### src/rtl/apa102_pkg.sv
// Shared types and constants for the APA102 frame transmitter.
package apa102_pkg;

    localparam int unsigned START_BITS = 32;
    localparam logic [2:0]  LED_HDR    = 3'b111;

    typedef enum logic [2:0] {
        ST_IDLE,
        ST_START_FRM,
        ST_FETCH,
        ST_WAIT,
        ST_SHIFT_LED,
        ST_END_FRM
    } state_e;

    // End frame needs one clock edge per two LEDs; one 32-bit word covers 64 LEDs.
    function automatic int unsigned end_words(input int unsigned num_leds);
        return (num_leds + 32'd63) / 32'd64;
    endfunction

endpackage

### src/rtl/apa102_shifter.sv
// 32-bit word serializer: SCLK phase divider, bit counter and MSB-first shift register.
module apa102_shifter
    import apa102_pkg::*;
#(
    parameter int unsigned CLK_DIV = 4
) (
    input  logic                  clk,
    input  logic                  rst_n,
    input  logic                  load,
    input  logic [START_BITS-1:0] word,
    output logic                  sclk,
    output logic                  mosi,
    output logic                  word_done
);

    localparam int unsigned DIV_W = (CLK_DIV > 1) ? $clog2(CLK_DIV) : 1;
    localparam int unsigned BIT_W = $clog2(START_BITS);
    localparam logic [DIV_W-1:0] DIV_LAST = DIV_W'(CLK_DIV - 1);
    localparam logic [BIT_W-1:0] BIT_LAST = BIT_W'(START_BITS - 1);

    logic                  active_q, active_d;
    logic [START_BITS-1:0] shreg_q, shreg_d;
    logic [BIT_W-1:0]      bit_cnt_q, bit_cnt_d;
    logic [DIV_W-1:0]      div_cnt_q, div_cnt_d;
    logic                  sclk_q, sclk_d;
    logic                  mosi_q, mosi_d;
    logic                  word_done_q, word_done_d;

    always_ff @(posedge clk or negedge rst_n) begin
        if (!rst_n) begin
            active_q    <= 1'b0;
            shreg_q     <= '0;
            bit_cnt_q   <= '0;
            div_cnt_q   <= '0;
            sclk_q      <= 1'b0;
            mosi_q      <= 1'b0;
            word_done_q <= 1'b0;
        end else begin
            active_q    <= active_d;
            shreg_q     <= shreg_d;
            bit_cnt_q   <= bit_cnt_d;
            div_cnt_q   <= div_cnt_d;
            sclk_q      <= sclk_d;
            mosi_q      <= mosi_d;
            word_done_q <= word_done_d;
        end
    end

    // A load restarts the low phase, so mosi only moves while sclk is (or goes) low.
    always_comb begin
        active_d  = active_q;
        shreg_d   = shreg_q;
        bit_cnt_d = bit_cnt_q;
        div_cnt_d = div_cnt_q;
        sclk_d    = sclk_q;
        mosi_d    = mosi_q;
        if (load) begin
            active_d  = 1'b1;
            shreg_d   = word;
            bit_cnt_d = '0;
            div_cnt_d = '0;
            sclk_d    = 1'b0;
            mosi_d    = word[START_BITS-1];
        end else if (active_q) begin
            if (div_cnt_q == DIV_LAST) begin
                div_cnt_d = '0;
                if (!sclk_q) begin
                    sclk_d = 1'b1;
                end else begin
                    sclk_d = 1'b0;
                    if (bit_cnt_q == BIT_LAST) begin
                        active_d = 1'b0;
                    end else begin
                        bit_cnt_d = bit_cnt_q + BIT_W'(1);
                        shreg_d   = {shreg_q[START_BITS-2:0], 1'b0};
                        mosi_d    = shreg_q[START_BITS-2];
                    end
                end
            end else begin
                div_cnt_d = div_cnt_q + DIV_W'(1);
            end
        end
        // Flag the last cycle of the final high phase so the next word can load with no gap.
        word_done_d = active_d && sclk_d && (bit_cnt_d == BIT_LAST) && (div_cnt_d == DIV_LAST);
    end

    assign sclk      = sclk_q;
    assign mosi      = mosi_q;
    assign word_done = word_done_q;

endmodule

### src/rtl/apa102_frame_tx.sv
// APA102 frame transmitter: latches a frame index, fetches its pixel words and streams them to the strip.
module apa102_frame_tx
    import apa102_pkg::*;
#(
    parameter int unsigned NUM_LEDS   = 64,
    parameter int unsigned ADDR_WIDTH = 12,
    parameter int unsigned FRAME_BASE = 0,
    parameter int unsigned CLK_DIV    = 4,
    parameter logic [4:0]  BRIGHTNESS = 5'd31
) (
    input  logic                  clk,
    input  logic                  rst_n,
    input  logic                  start,
    input  logic [7:0]            frame_idx,
    output logic [ADDR_WIDTH-1:0] mem_addr,
    input  logic [31:0]           mem_data,
    output logic                  sclk,
    output logic                  mosi,
    output logic                  busy,
    output logic                  done
);

    localparam int unsigned END_WORDS = end_words(NUM_LEDS);
    localparam int unsigned LED_W     = (NUM_LEDS > 1) ? $clog2(NUM_LEDS) : 1;
    localparam int unsigned END_W     = (END_WORDS > 1) ? $clog2(END_WORDS) : 1;
    localparam int unsigned PROD_W    = ADDR_WIDTH + 8;
    localparam logic [LED_W-1:0] LED_LAST = LED_W'(NUM_LEDS - 1);
    localparam logic [END_W-1:0] END_LAST = END_W'(END_WORDS - 1);
    localparam logic [START_BITS-1:0] ONES = '1;

    // Computed wide, then truncated: out-of-range frames wrap silently.
    function automatic logic [ADDR_WIDTH-1:0] led_addr(input logic [7:0] frame,
                                                       input logic [LED_W-1:0] led);
        logic [PROD_W-1:0] sum;
        sum = PROD_W'(FRAME_BASE) + PROD_W'(frame) * PROD_W'(NUM_LEDS) + PROD_W'(led);
        return ADDR_WIDTH'(sum);
    endfunction

    state_e                state_q, state_d;
    logic [7:0]            frame_q, frame_d;
    logic [LED_W-1:0]      led_q, led_d;
    logic [END_W-1:0]      end_cnt_q, end_cnt_d;
    logic [ADDR_WIDTH-1:0] mem_addr_q, mem_addr_d;
    logic                  busy_q, busy_d;
    logic                  done_q, done_d;
    logic                  load_c;
    logic [START_BITS-1:0] word_c;
    logic                  word_done;
    logic                  unused_hi;

    assign unused_hi = ^mem_data[31:24];

    apa102_shifter #(
        .CLK_DIV (CLK_DIV)
    ) u_shifter (
        .clk       (clk),
        .rst_n     (rst_n),
        .load      (load_c),
        .word      (word_c),
        .sclk      (sclk),
        .mosi      (mosi),
        .word_done (word_done)
    );

    always_ff @(posedge clk or negedge rst_n) begin
        if (!rst_n) begin
            state_q    <= ST_IDLE;
            frame_q    <= '0;
            led_q      <= '0;
            end_cnt_q  <= '0;
            mem_addr_q <= '0;
            busy_q     <= 1'b0;
            done_q     <= 1'b0;
        end else begin
            state_q    <= state_d;
            frame_q    <= frame_d;
            led_q      <= led_d;
            end_cnt_q  <= end_cnt_d;
            mem_addr_q <= mem_addr_d;
            busy_q     <= busy_d;
            done_q     <= done_d;
        end
    end

    // Address is registered on entry to FETCH so the memory sees it during FETCH and answers in WAIT.
    always_comb begin
        state_d    = state_q;
        frame_d    = frame_q;
        led_d      = led_q;
        end_cnt_d  = end_cnt_q;
        mem_addr_d = mem_addr_q;
        busy_d     = busy_q;
        done_d     = 1'b0;
        load_c     = 1'b0;
        word_c     = '0;
        unique case (state_q)
            ST_IDLE: begin
                if (start) begin
                    frame_d = frame_idx;
                    led_d   = '0;
                    load_c  = 1'b1;
                    word_c  = '0;
                    busy_d  = 1'b1;
                    state_d = ST_START_FRM;
                end
            end
            ST_START_FRM: begin
                if (word_done) begin
                    mem_addr_d = led_addr(frame_q, led_q);
                    state_d    = ST_FETCH;
                end
            end
            ST_FETCH: begin
                state_d = ST_WAIT;
            end
            ST_WAIT: begin
                load_c  = 1'b1;
                word_c  = {LED_HDR, BRIGHTNESS, mem_data[7:0], mem_data[15:8], mem_data[23:16]};
                state_d = ST_SHIFT_LED;
            end
            ST_SHIFT_LED: begin
                if (word_done) begin
                    if (led_q == LED_LAST) begin
                        load_c    = 1'b1;
                        word_c    = ONES;
                        end_cnt_d = '0;
                        state_d   = ST_END_FRM;
                    end else begin
                        led_d      = led_q + LED_W'(1);
                        mem_addr_d = led_addr(frame_q, led_d);
                        state_d    = ST_FETCH;
                    end
                end
            end
            ST_END_FRM: begin
                if (word_done) begin
                    if (end_cnt_q == END_LAST) begin
                        busy_d  = 1'b0;
                        done_d  = 1'b1;
                        state_d = ST_IDLE;
                    end else begin
                        end_cnt_d = end_cnt_q + END_W'(1);
                        load_c    = 1'b1;
                        word_c    = ONES;
                    end
                end
            end
            default: state_d = ST_IDLE;
        endcase
    end

    assign mem_addr = mem_addr_q;
    assign busy     = busy_q;
    assign done     = done_q;

endmodule

### config.mk
export PLATFORM = sky130hd
export DESIGN_NAME = apa102_frame_tx
export DESIGN_NICKNAME = d
export VERILOG_FILES = /design/src/rtl/apa102_pkg.sv /design/src/rtl/apa102_shifter.sv /design/src/rtl/apa102_frame_tx.sv
export SDC_FILE = /design/constraint.sdc
export NUM_CORES = 1
export LEC_CHECK = 0
export CAP_MARGIN = 10
export CORE_ASPECT_RATIO = 1.2
export CORE_MARGIN = 1
export CORE_UTILIZATION = 30
export DETAILED_ROUTE_END_ITERATION = 8
export GPL_ROUTABILITY_DRIVEN = 0
export GPL_TIMING_DRIVEN = 0
export RECOVER_POWER = 25
export SETUP_SLACK_MARGIN = 0.3
export SYNTH_ARGS = -nofsm -noshare
export SYNTH_HDL_FRONTEND = slang
export SYNTH_SLANG_ARGS = --single-unit
### constraint.sdc
create_clock -name clk -period 2.61 [get_ports clk]
set_input_delay 0.522 -clock clk [delete_from_list [all_inputs] [get_ports clk]]
set_output_delay 0.522 -clock clk [all_outputs]
set_load 0.01 [all_outputs]
==> run_results.csv, run 1 <==
group,metric,value,unit
status,status,"complete, no violations",
global_routing,grt_pass1_vias,3142,
placement,hpwl,5850,µm
routing,drtPass1Iterations,4,
setup_path,crit_arrival,2.34,ns
global_routing,grt_first_pass_wirelength,15300,µm
pwr,power_density,524,nW/µm²
sta,hold_viol,0,
clock_tree,clk_path_buf_depth,2,
routing,remaining_drc_errors,0,
setup_path,required,2.82,ns
synthesis,synth-edff-count,0,
clock_tree,root_buffer,"clkbuf_16",
pwr,ir_drop,0.314,mV
setup_path,cp_top_family,"flip-flops",
min_path,min_path_type,"flip-flop to flip-flop",
setup_path,crit_path_max_incr_delay,0.42,ns
floorplan,pin_count,59,
routing,vias,3007,
setup_path,crit_path_top_delay_cell,"dfrtp_1",
synthesis,seq_area_frac_synth,0.468,
global_routing,grt_overflow,0,
synthesis,synth_top_area_share,0.468,
global_routing,grt_max_degree,71,
synthesis,synthArstFlopShare,1.00,
finish,n_antenna_cell,0,
setup_path,cp_cell_sequence,"ha_1 > clkbuf_1 > and4_1 > a21boi_4 > a31oi_4 > mux2_2",
sta,period_share,0.819,
floorplan,start_util,0.311,
clock_tree,path_clk_slew,0.06,ns
setup_path,worst-path-max-fanout,8,
synthesis,avgSynthCellArea,9.97,µm²
sta,whs,0.489,ns
floorplan,core,12200,µm²
floorplan,chipHeight,125,µm
routing,vias_per_cell,4.95,
finish,nFillCells,1246,
clock_tree,htreeDepth,3,
finish,area_delta_synth_final,27.0,%
placement,portBuffers,48,
sta,worst_pin_slew,1.00,ns
routing,antenna_left,0,
synthesis,yosysWarnings,0,
finish,drive_above_1_share,0.159,
routing,drtIter0Drc,133,
setup_path,critPathCaptureType,"flip-flop",
pwr,cellLeakagePower,1.92,nW
sta,max_freq,0.468,GHz
sta,rsz0062_at_grt,"false",
sta,slew_headroom,0.333,
synthesis,synthesis.nets,428,
setup_path,startpoint,"led_q[1]",
finish,final_nets,489,
setup_path,path_buf_inv,1,
routing,routedWlPerCell,14.6,µm
routing,routed_wl,8890,µm
synthesis,synth_cells,381,
global_routing,antenna_found_initial,0,
flow_run,drv_cap,0,
synthesis,synthFlopType,"dfrtp_1",
floorplan,die_w,105,µm
synthesis,yosysTopAreaCell,"dfrtp_1",
sta,finClkSkew,0.00800,ns
global_routing,grt_usage,0.144,
synthesis,synthesis.area,3800,µm²
setup_path,r2r_start,"led_q[1]",
clock_tree,post-cts-setup-buffers,0,
setup_path,worstSetupPathType,"flip-flop to flip-flop",
floorplan,die_area,13100,µm²
clock_tree,post_cts_resized,0,
min_path,min_from,"mem_addr[5]",
sta,finalSetupViolCount,0,
synthesis,ys_types,52,
sta,drv_slew,0,
pwr,power.total,0.00253,W
setup_path,start_kind,"flip-flop",
synthesis,ys_ff_latch,71,
clock_tree,cts_sinks,71,
sta,fin_crit,2.14,ns
clock_tree,worstSkewPairLatency,0.33,ns
clock_tree,ctsHoldBuffers,1,
clock_tree,cts_tree,"done",
synthesis,synth_area_leaders,"dfrtp_1 47%, a2bb2oi_2 7.9%, nand2_1 3.8%, nor2_1 3.8%, mux2i_1 3.2%",
floorplan,row_count,44,
clock_tree,cts_buffers,9,
## report_power, final
group | switching [W] | leakage (nW) | internal [W] | total (W)
registers | 0 | 0.805 | 0.00110 | 0.00110
logic | 0.0000343 | 0.961 | 0.0000439 | 0.0000781
clock network | 0.000461 | 0.158 | 0.000887 | 0.00135
## state kept, by name, summed over array words and instances (netlist names)
register and count:
done 1, u_shifter.sclk 1, u_shifter.word_done 1, mem_addr 12
frame_q 6, state_q 3, u_shifter.div_cnt_q 2, u_shifter.bit_cnt_q 5
busy 1, u_shifter.active_q 1, u_shifter.shreg_q 31, led_q 6
u_shifter.mosi 1
## cell usage in the layout (no fill, tap or decap), types with 2 or more instances in the layout
cell / synthesis / final
dfrtp_1: 71 / 71
o21ai_1: 23 / 23
o21ai_0: 22 / 22
mux2i_1: 12 / 12
o21a_1: 2 / 2
a2bb2oi_2: 20 / 20
and3_1: 2 / 2
clkinvlp_4: 0 / 2
mux2_2: 2 / 2
xnor2_1: 4 / 4
a21oi_1: 7 / 7
clkbuf_16: 0 / 9
nand3_2: 3 / 3
ha_1: 4 / 4
and4_1: 2 / 2
nand4_1: 2 / 2
nor3_1: 24 / 24
a41oi_1: 3 / 3
xor2_1: 2 / 2
clkdlybuf4s50_1: 0 / 47
nand3b_1: 2 / 2
bufinv_16: 0 / 2
nand3_1: 9 / 9
nor2b_1: 8 / 8
nor2_1: 38 / 38
mux2_1: 2 / 2
inv_1: 6 / 6
clkbuf_1: 13 / 14
nand2_1: 38 / 38
buf_1: 2 / 2
buf_2: 11 / 11
a2bb2oi_1: 3 / 3
a22oi_1: 7 / 7
clkbuf_8: 0 / 2
buf_6: 6 / 6
a31oi_1: 10 / 10
## cells in the mapped netlist, types with 6 or more instances
cell	instances
a21oi_1	7
a22oi_1	7
a2bb2oi_2	20
a31oi_1	10
buf_2	11
buf_6	6
clkbuf_1	13
dfrtp_1	71
inv_1	6
mux2i_1	12
nand2_1	38
nand3_1	9
nor2_1	38
nor2b_1	8
nor3_1	24
o21ai_0	22
o21ai_1	23
## stage by stage
stage                     cells  setup TNS, ns  worst slack, ns  utilization  area (µm²)
after global routing        608              0            0.359        0.395        4820
after CTS                   608              0            0.497        0.397        4850
after detailed placement    591              0            0.301        0.369        4500
final                       608              0            0.471        0.395        4820
after global placement      590        -106.51            -1.51        0.367        4480
after floorplan             381              0            0.768            -        3800
## final timing paths
| path | end | slack, ns | cells after the start |
|---|---|---|---|
| setup / recovery | mem_addr[1] | 0.47 | 6 |
| hold / removal | mem_addr[5] | 0.49 | 1 |
| setup reg to reg | mem_addr[1] | 0.47 | 6 |
| hold reg to reg | mem_addr[5] | 0.49 | 1 |
| max in group asynchronous | frame_q[0] | 0.90 | 3 |
| min in group asynchronous | u_shifter.shreg_q[10] | 0.50 | 2 |
## worst reg2reg max path, stage by stage, from the launching register on
cell	delay [ns]
dfrtp_1	0.42
ha_1	0.17
clkbuf_1	0.28
and4_1	0.37
a21boi_4	0.13
a31oi_4	0.29
mux2_2	0.37
## metal layers
metal  vias up  wire (µm)  GRT usage
met5         -          0          0
met4         0         61     0.0464
met2        47       4380      0.242
met1      1472       4140      0.183
met3         4        310     0.0308
li1       1484          -          -
## cell type report
class / instances / area [µm²] / share of cell area
plain buffers: 33 / 186 / 0.0387
clock buffers: 11 / 253 / 0.0524
clock inverters: 5 / 80.1 / 0.0166
inverters: 6 / 22.5 / 0.00467
multi-input cells: 271 / 1810 / 0.376
flip-flops and latches: 71 / 1780 / 0.368
well taps: 161 / 201 / 0.0418
repair buffers: 50 / 492 / 0.102
## cell families (layout without fill, tap and decap cells)
group,Yosys count,after routing,share of synthesized area
flops,71,71,0.468
compound gates,107,107,0.226
buf+inv,39,105,0.0550
mux,17,17,0.0474
fa+ha+maj,4,4,0.0132
simple gates,137,137,0.177
xor+xnor,6,6,0.0138
Note: power is estimated with default switching activity, not from simulation.
==> run 2, diff against run 1 <==
==> constraint.sdc (replaced) <==
create_clock -name clk -period 1.9 [get_ports clk]
set_input_delay 0.38 -clock clk [delete_from_list [all_inputs] [get_ports clk]]
set_output_delay 0.38 -clock clk [all_outputs]
set_load 0.01 [all_outputs]
==> run 2 against run 1 <==
Setup slack got worse by 0.33 ns. Worst hold slack improved by 0.011 ns. Sequential share of layout area fell by 5.6 points. First-iteration DRC count rose by 4.5%. Combinational power rose by 46%. Global-route usage rose by 0.53 points. Utilization rose by 7.1 points. Sequential power rose by 37%. Critical path depth did not move.
==> run_results.csv, run 2 (same netlist as run 1, synthesis figures left out) <==
group,metric,value,unit
floorplan,die_w,105,µm
sta,drv_slew,0,
routing,drtIter0Drc,139,
finish,fin_util,0.465,
finish,final_common_cell,"dfrtp_1",
global_routing,grt_overflow,0,
routing,antenna_left,0,
setup_path,crit_arrival,1.98,ns
finish,final_cell_mix,"70 x dfrtp_1, 41 x o21ai_1, 32 x nor2_1",
setup_path,crit_path_top_delay_cell,"or3b_4",
finish,top_register,"u_shifter.shreg_q",
min_path,min_from,"mem_addr[5]",
sta,finalSetupTns,0,ns
pwr,power.total,0.00326,W
clock_tree,path_clk_slew,0.05,ns
routing,drtPass1Iterations,4,
sta,hold_viol,0,
min_path,min_path_type,"flip-flop to flip-flop",
global_routing,grt_first_pass_wirelength,15600,µm
pwr,power_density,572,nW/µm²
pwr,ir_drop,0.371,mV
routing,vias_per_cell,5.10,
floorplan,start_util,0.311,
finish,drive_above_1_share,0.365,
setup_path,critPathCaptureType,"flip-flop",
finish,postLayoutCellArea,5690,µm²
floorplan,pin_count,59,
clock_tree,cts_tree,"done",
setup_path,r2r_start,"state_q[1]",
placement,portBuffers,48,
setup_path,worstSetupPathType,"flip-flop to flip-flop",
setup_path,crit_path_frequent_cell,"buf_6",
setup_path,crit_path_max_incr_delay,0.39,ns
clock_tree,cts_sinks,71,
routing,remaining_drc_errors,0,
routing,routed_wl,10200,µm
floorplan,die_area,13100,µm²
pwr,cellLeakagePower,2.36,nW
sta,finClkSkew,0.0100,ns
floorplan,chipHeight,125,µm
finish,n_antenna_cell,0,
sta,finalSetupViolCount,0,
clock_tree,worstSkewPairLatency,0.34,ns
finish,final_nets,533,
status,status,"complete, no violations",
finish,area_delta_synth_final,49.8,%
global_routing,grt_pass1_vias,3214,
placement,pre_cts_ws,-0.262,ns
clock_tree,clk_path_buf_depth,2,
sta,rsz0062_at_grt,"true",
sta,period_share,0.927,
sta,slew_headroom,0.602,
sta,worst_pin_slew,0.597,ns
floorplan,row_count,44,
routing,vias,3321,
placement,dpl_cell_area,4560,µm²
setup_path,required,2.12,ns
global_routing,grt_usage,0.149,
placement,hpwl,6030,µm
sta,max_freq,0.568,GHz
clock_tree,root_buffer,"clkbuf_16",
clock_tree,htreeDepth,3,
global_routing,antenna_found_initial,0,
sta,fin_crit,1.76,ns
sta,layout_setup_ws,0.139,ns
floorplan,core,12200,µm²
setup_path,start_kind,"flip-flop",
setup_path,startpoint,"state_q[1]",
finish,largest_reg_flops,31,
flow_run,drv_cap,0,
setup_path,worst-path-max-fanout,8,
clock_tree,cts_buffers,9,
global_routing,grt_max_degree,52,
routing,routedWlPerCell,15.6,µm
setup_path,cp_cell_sequence,"buf_6 > or3b_4 > buf_6 > or2_1 > xnor2_1 > mux2_4",
## run 2: changes by cell type in the layout (fill, tap and decap cells not counted), moves of 9 or more
cell / change
buf_4: +27
o21ai_0: -19
o21ai_1: +18
clkdlybuf4s50_1: -17
dlygate4sd2_1: +16
buf_6: +11
clkbuf_1: -11
nand2_1: -11
clkbuf_2: +9
## run 2: routing by layer
metal  vias to the layer above  global-route usage  part of all wire
met5                         -                   0                 0
li1                       1576                   -                 -
met4                         0              0.0580             0.021
met1                      1633               0.196              0.45
met3                        23              0.0334             0.040
met2                        89               0.239              0.49
## run 2: power breakdown
part | switching (W) | internal [W] | leakage, nW | total [W]
clock | 0.000624 | 0.00100 | 0.135 | 0.00163
sequential | 0 | 0.00151 | 0.804 | 0.00151
combinational | 0.0000497 | 0.0000647 | 1.42 | 0.000114
## run 2: area by class of cell
cell class | instances | area [µm²]
flip-flops and latches | 71 | 1780
fillers | 1135 | 6530
repair buffers | 94 | 967
multi-input cells | 271 | 2140
clock inverters | 4 | 47.5
clock buffers | 11 | 233
well taps | 161 | 201
inverters | 6 | 26.3
plain buffers | 33 | 292
## run 2: repair_timing
action | in CTS | in global routing
endpoints found under the setup margin | 83 | 70
buffers inserted | 18 | 20
pin swaps | 8 | 36
endpoints found under the hold margin | 20 | 0
gates cloned | 2 | 4
gates resized for setup | 56 | 95
hold buffers | 1 | 0
## run 2: final timing paths
path	endpoint	slack, ns	cells past startpoint
setup / recovery	mem_addr[4]	0.14	6
hold reg to reg	mem_addr[5]	0.50	1
max in group asynchronous	u_shifter.sclk	0.62	3
hold / removal	mem_addr[5]	0.50	1
setup reg to reg	mem_addr[4]	0.14	6
min in group asynchronous	led_q[1]	0.60	2
## run 2: per-stage QoR
stage | instances | hold slack [ns]
6_report | 651 | 0.500
5_1_grt | 651 | 0.523
4_1_cts | 627 | 0.490
3_5_place_dp | 591 | 0.299
3_3_place_gp | 590 | 0.477
2_1_floorplan | 381 | 0.0844
## run 2: critical path, delay by kind of cell, from the launching register on
family | cells | cell delay, ns
simple gates | 2 | 0.60
buf+inv | 2 | 0.27
flops | 1 | 0.37
xor+xnor | 1 | 0.13
mux | 1 | 0.27
